## src/rtl/pla_sweep_ctrl.sv

```systemverilog
// rtl/pla_sweep_ctrl.sv - exhaustive input sweeper and onset counter for one logic cone
//
// Purpose: walks a single-output logic function through every vector of the
// selected variable subspace (swept bits count up, held bits come from
// fixed_val), then reports how many vectors were sampled and how many gave y=1.
// Optional feature macro: PLA_SWEEP_SIG_EN adds a 16-bit MISR over the y stream.
//
// Parameters:
//   NIN        number of function inputs
//   PIPE       register stages between x and y in the function under test
// Ports:
//   clk        clock, rising edge
//   rst        asynchronous active-high reset
//   start      begin a run (sampled only in IDLE)
//   abort      terminate the current run, no done pulse
//   var_mask   1 = variable swept, 0 = variable held
//   fixed_val  values for held variables
//   x          vector applied to the function
//   y          function output
//   busy       run in progress (LOAD through DONE)
//   done       one-cycle pulse at normal completion
//   onset_cnt  sampled vectors with y=1
//   total_cnt  sampled vectors
//   signature  MISR of the y stream (PLA_SWEEP_SIG_EN only)

module pla_sweep_ctrl #(
  parameter int NIN  = 15,
  parameter int PIPE = 0
) (
  input  logic           clk,
  input  logic           rst,
  input  logic           start,
  input  logic           abort,
  input  logic [NIN-1:0] var_mask,
  input  logic [NIN-1:0] fixed_val,
  output logic [NIN-1:0] x,
  output logic           busy,
  output logic           done,
  output logic [NIN:0]   onset_cnt,
  output logic [NIN:0]   total_cnt,
`ifdef PLA_SWEEP_SIG_EN
  output logic [15:0]    signature,
`endif
  input  logic           y
);

  typedef enum logic [2:0] {
    S_IDLE,
    S_LOAD,
    S_SWEEP,
    S_DRAIN,
    S_DONE
  } state_t;

  // Drain counter is never used when PIPE=0, but keep it at least one bit wide.
  localparam int DW = $clog2(PIPE + 2);

  state_t         state;
  logic [NIN-1:0] m;
  logic [NIN-1:0] f;
  logic [NIN-1:0] c;
  logic [NIN-1:0] c_next;
  logic [DW-1:0]  dcnt;
  logic           sample;

  // Masked increment: forcing held bits to 1 lets the carry ripple straight
  // through them, so only swept bits ever count. Wraps to 0 after the last vector.
  assign c_next = ((c | ~m) + NIN'(1)) & m;

  // A vector applied in SWEEP is sampled PIPE edges later; the shift register
  // marks which cycles carry a real vector at the function output.
  generate
    if (PIPE == 0) begin : g_nopipe
      assign sample = (state == S_SWEEP);
    end else begin : g_pipe
      logic [PIPE-1:0] vpipe;
      always_ff @(posedge clk or posedge rst) begin
        if (rst) begin
          vpipe <= '0;
        end else if (abort && state != S_IDLE) begin
          vpipe <= '0;
        end else begin
          vpipe <= (vpipe << 1) | PIPE'(state == S_SWEEP);
        end
      end
      assign sample = vpipe[PIPE-1];
    end
  endgenerate

  always_ff @(posedge clk or posedge rst) begin
    if (rst) begin
      state     <= S_IDLE;
      x         <= '0;
      busy      <= 1'b0;
      done      <= 1'b0;
      m         <= '0;
      f         <= '0;
      c         <= '0;
      dcnt      <= '0;
      onset_cnt <= '0;
      total_cnt <= '0;
    end else begin
      done <= 1'b0;

      // The sample landing on an abort edge still counts; only the pipe is flushed.
      if (state == S_LOAD) begin
        onset_cnt <= '0;
        total_cnt <= '0;
      end else if (sample) begin
        total_cnt <= total_cnt + (NIN+1)'(1);
        onset_cnt <= onset_cnt + {{NIN{1'b0}}, y};
      end

      case (state)
        S_IDLE: begin
          if (start && !abort) begin
            state <= S_LOAD;
            busy  <= 1'b1;
          end
        end
        S_LOAD: begin
          m     <= var_mask;
          f     <= fixed_val;
          c     <= '0;
          x     <= fixed_val & ~var_mask;
          state <= S_SWEEP;
        end
        S_SWEEP: begin
          if (c_next == '0) begin
            // Current vector is the last; x keeps it through DRAIN/DONE/IDLE.
            if (PIPE == 0) begin
              state <= S_DONE;
              done  <= 1'b1;
            end else begin
              state <= S_DRAIN;
              dcnt  <= '0;
            end
          end else begin
            c <= c_next;
            x <= c_next | (f & ~m);
          end
        end
        S_DRAIN: begin
          if (dcnt == DW'(PIPE - 1)) begin
            state <= S_DONE;
            done  <= 1'b1;
          end else begin
            dcnt <= dcnt + DW'(1);
          end
        end
        S_DONE: begin
          state <= S_IDLE;
          busy  <= 1'b0;
        end
        default: begin
          state <= S_IDLE;
          busy  <= 1'b0;
        end
      endcase

      if (abort && state != S_IDLE) begin
        state <= S_IDLE;
        busy  <= 1'b0;
        done  <= 1'b0;
      end
    end
  end

`ifdef PLA_SWEEP_SIG_EN
  // MISR, polynomial x^16+x^12+x^5+1, seeded to all ones at LOAD.
  logic sig_fb;
  assign sig_fb = signature[15] ^ y;

  always_ff @(posedge clk or posedge rst) begin
    if (rst) begin
      signature <= 16'hFFFF;
    end else if (state == S_LOAD) begin
      signature <= 16'hFFFF;
    end else if (sample) begin
      signature <= {signature[14:0], 1'b0} ^ (sig_fb ? 16'h1021 : 16'h0000);
    end
  end
`else
  // Without the signature option only the counters observe y.
`endif

endmodule

```

## config.mk

```make
export PLATFORM = sky130hd
export DESIGN_NAME = pla_sweep_ctrl
export DESIGN_NICKNAME = d
export VERILOG_FILES = /design/src/rtl/pla_sweep_ctrl.sv
export SDC_FILE = /design/constraint.sdc
export NUM_CORES = 1
export LEC_CHECK = 0
export CAP_MARGIN = 5
export CORE_MARGIN = 5
export CORE_UTILIZATION = 57
export CTS_CLUSTER_SIZE = 40
export DETAILED_ROUTE_END_ITERATION = 12
export DONT_BUFFER_PORTS = 1
export GPL_TIMING_DRIVEN = 0
export HOLD_SLACK_MARGIN = 0.12
export PLACE_DENSITY = 0.86
export SYNTH_ARGS = -nofsm -noshare
export SYNTH_HDL_FRONTEND = slang
export SYNTH_SLANG_ARGS = --single-unit
```

## constraint.sdc

```tcl
create_clock -name clk -period 2.88 [get_ports clk]
set_input_delay 0.288 -clock clk [delete_from_list [all_inputs] [get_ports clk]]
set_output_delay 0.288 -clock clk [all_outputs]
set_load 0.05 [all_outputs]
```

==> flow_summary_export.csv <==
group,metric,value,unit
final_layout,areaGrowthSynthToFinish,20.1,%
clock_tree,cts_buffer_depth,2,
power,power,5.84,mW
clock_tree,tritoncts,"built",
drt,wl_met1,5530,um
critical_path,crit_arrival,3.15,ns
die,dieArea,10700,um2
outcome,status,"finished, final reports clean",
critical_path,startpoint_type,"register",
global_routing,grt_pass1_vias,4224,
power,p_per_area,978,nW/um2
final_layout,diodes,0,
sta,fmax,352,MHz
synthesis,synth_edf_count,0,
drt,routed_wl,13900,um
sta,setup_ws,0.0401,ns
place,dp_slack,-0.268,ns
drt,wire_per_inst,19.5,um
sta,fin_crit_sh,0.986,
sta,hold_slack,0.120,ns
critical_path,r2r_start,"m[0]$_DFFE_PP0P_",
clock_tree,clock-sinks,98,
synthesis,syn_area,4970,um2
die,io_pins,84,
sta,skew,0.0137,ns
drt,vias,4440,
power,power.leakage,2.60,nW
critical_path,critPathKind,"register to register",
final_layout,final_cells,709,
synthesis,async_flop_share,1.00,
sta,hold_violations,0,
final_layout,final_util,0.695,
critical_path,required,3.19,ns
critical_path,r2r-end,"c[7]$_DFFE_PP0P_",
clock_tree,ctsHtreeMaxLevel,3,
hold_path,min_from,"var_mask[13]",
synthesis,seq_area_frac_synth,0.494,
synthesis,synth.avg_cell_area,9.39,um2
flow_run,max_cap_violations,0,
synthesis,synth_warnings,0,
critical_path,cp_slowest_cell,"dfrtp_1",
clock_tree,clk_pin_slew_worst_paths,0.11,ns
synthesis,synth_cell_type_count,68,
hold_path,hold_path_class,"input port to register",
synthesis,synth_fp_nets,568,
place,place_congestion,0.911,
global_routing,antenna_found_initial,0,
die,die_w,103,um
critical_path,reg2reg_setup_slack,0.04,ns
hold_path,min_to,"x[13]$_DFFE_PP0P_",
synthesis,ys_ff_latch,98,
drt,drt_iter0_drc,353,
die,initial_core_util,0.578,
critical_path,end_kind,"register",
global_routing,overflow,0,
place,dp_cells,638,
hold_path,min_path_cells,3,
critical_path,slowest_delay,0.42,ns
critical_path,rr_worst_depth,13,
clock_tree,cts_buffers,9,
critical_path,crit_chain,"nor2b_4 > inv_1 > ha_2 > inv_2 > nor4_4 > buf_4 > a31oi_1 > a41o_2 > nor2_2 > or2b_4 > o21ai_4 > buf_2 > a31o_1",
drt,wl_met3,1150,um
drt,antenna_left,0,
die,core_area,8590,um2
drt,wl_met2,6860,um
power,peakVddDrop,0.000595,V
final_layout,final_nets,635,
synthesis,syn-instance-count,529,
clock_tree,root_buffer,"clkbuf_8",
final_layout,drive_above_1_share,0.148,
global_routing,grt_pass1_wl,21000,um
place,post-dp-hpwl,8980,um
clock_tree,clk_latency,0.38,ns
die,die_h,103,um
critical_path,worstPathMaxFanout,6,
sta,drv_slew,0,
drt,vias_per_cell,6.26,
synthesis,ys.flop_type,"dfrtp_1",
place,port_buffers,0,
global_routing,grt_start_max_net_pins,68,
drt,highest_layer,"met4",
drt,firstDrtPassIters,5,
global_routing,track_usage,0.254,
sta,layout_min_cycle_time,2.84,ns
drt,drcViolationCount,0,
final_layout,mostFrequentLayoutCells,"dfrtp_1, nand2_1, o21ai_0",
sta,slew_headroom,0.538,
sta,worst_slew_pin_slew,0.693,ns
final_layout,final_common_cell,"dfrtp_1",
die,row_count,34,
sta,finalSetupViolCount,0,
## flip-flops by register name, indices dropped and copies added (netlist names)
signal / cells
busy: 1
state: 3
x: 15
onset_cnt: 16
total_cnt: 16
m: 15
done: 1
c: 15
dcnt: 1
f: 15
## layer usage
layer  track usage  up-vias
met5             0        -
met4        0.0946        0
met3        0.0563       27
met2         0.413      200
met1         0.335     2210
li1              -     2003
## area by class of cell
class	instances	area (um2)
Fill cell	607	2620
Sequential cell	98	2450
Multi-Input combinational cell	381	2420
Timing Repair Buffer	56	546
Tap cell	108	135
Clock buffer	9	124
Buffer	23	118
Inverter	27	104
Clock inverter	7	68.8
## report_power, final
part           total (mW)  internal (mW)  switching (mW)
Sequential           2.56           1.75           0.806
Clock               0.890          0.339           0.551
Combinational        2.39          0.980            1.41
Total                5.84           3.07            2.77
## how the worst max path moves through the flow
stage	start	slack (ns)	endpoint	depth (start not counted)
global route	m[0]$_DFFE_PP0P_	-0.06	x[5]$_DFFE_PP0P_	14
detailed placement	m[0]$_DFFE_PP0P_	-0.27	state[1]$_DFFE_PP0P_	12
global placement	rst	-0.96	busy$_DFFE_PP0P_	1
CTS	m[0]$_DFFE_PP0P_	-0.005	state[1]$_DFFE_PP0P_	12
finish	m[0]$_DFFE_PP0P_	0.04	c[7]$_DFFE_PP0P_	13
floorplan	rst	0.03	busy$_DFFE_PP0P_	1
## worst max-delay path: cells and delay by family, from the launching register on
family	cells	cell delay, ns
AOI/OAI and AO/OA	4	0.82
adders and majority gates	1	0.19
buffers and inverters	4	0.58
DFF	1	0.42
and+or+nand+nor	4	0.78
## stage by stage
stage,TNS [ns],area (um2)
2_1_floorplan,0,4970
3_3_place_gp,-97.21,5100
3_5_place_dp,-4.96,5130
4_1_cts,-0.00466,5680
5_1_grt,-0.865,5970
6_report,0,5970
## synth_stat cells, drive strengths merged (2+ instances only)
cell type | instances | area [um2]
a2111oi | 3 | 45.0
ha | 4 | 50.1
and3 | 5 | 31.3
nand4 | 6 | 43.8
a31oi | 2 | 12.5
nor4 | 6 | 43.8
mux2i | 11 | 114
clkbuf | 18 | 67.6
o211ai | 3 | 22.5
or3 | 3 | 23.8
xor2 | 3 | 26.3
a31o | 5 | 43.8
o21ai | 42 | 225
buf | 5 | 37.5
a211oi | 9 | 115
nand3b | 4 | 30.0
dfrtp | 98 | 2450
a22o | 3 | 26.3
inv | 27 | 101
a21oi | 36 | 195
o31ai | 6 | 45.0
nand3 | 30 | 155
nand2 | 96 | 365
a32oi | 3 | 26.3
a32o | 9 | 90.1
nor2 | 37 | 141
xnor2 | 4 | 35.0
o21a | 2 | 15.0
and2 | 3 | 18.8
o31a | 2 | 17.5
nor3 | 7 | 46.3
nor3b | 8 | 65.1
nand2b | 3 | 18.8
nor2b | 13 | 83.8
## cell families (layout without fill, tap and decap cells)
logic type      count (synthesis)  count (layout)  share of synthesized area
buf+inv                        50             122                     0.0415
xor+xnor                        7               7                     0.0123
fa+ha+maj                       4               4                     0.0101
simple gates                  227             227                      0.226
mux                            12              12                     0.0252
flops                          98              98                      0.494
compound gates                131             131                      0.191
## what timing repair did
| action | CTS | global route |
|---|---|---|
| setup endpoints to repair | 35 | 46 |
| gates resized for setup | 5 | 24 |
| setup buffers | 2 | 18 |
| endpoints found under the hold margin | 63 | 1 |
| cloned | 0 | 2 |
| pin swaps | 3 | 5 |
| hold buffers | 32 | 1 |
Note: power is estimated with default switching activity, not from simulation.
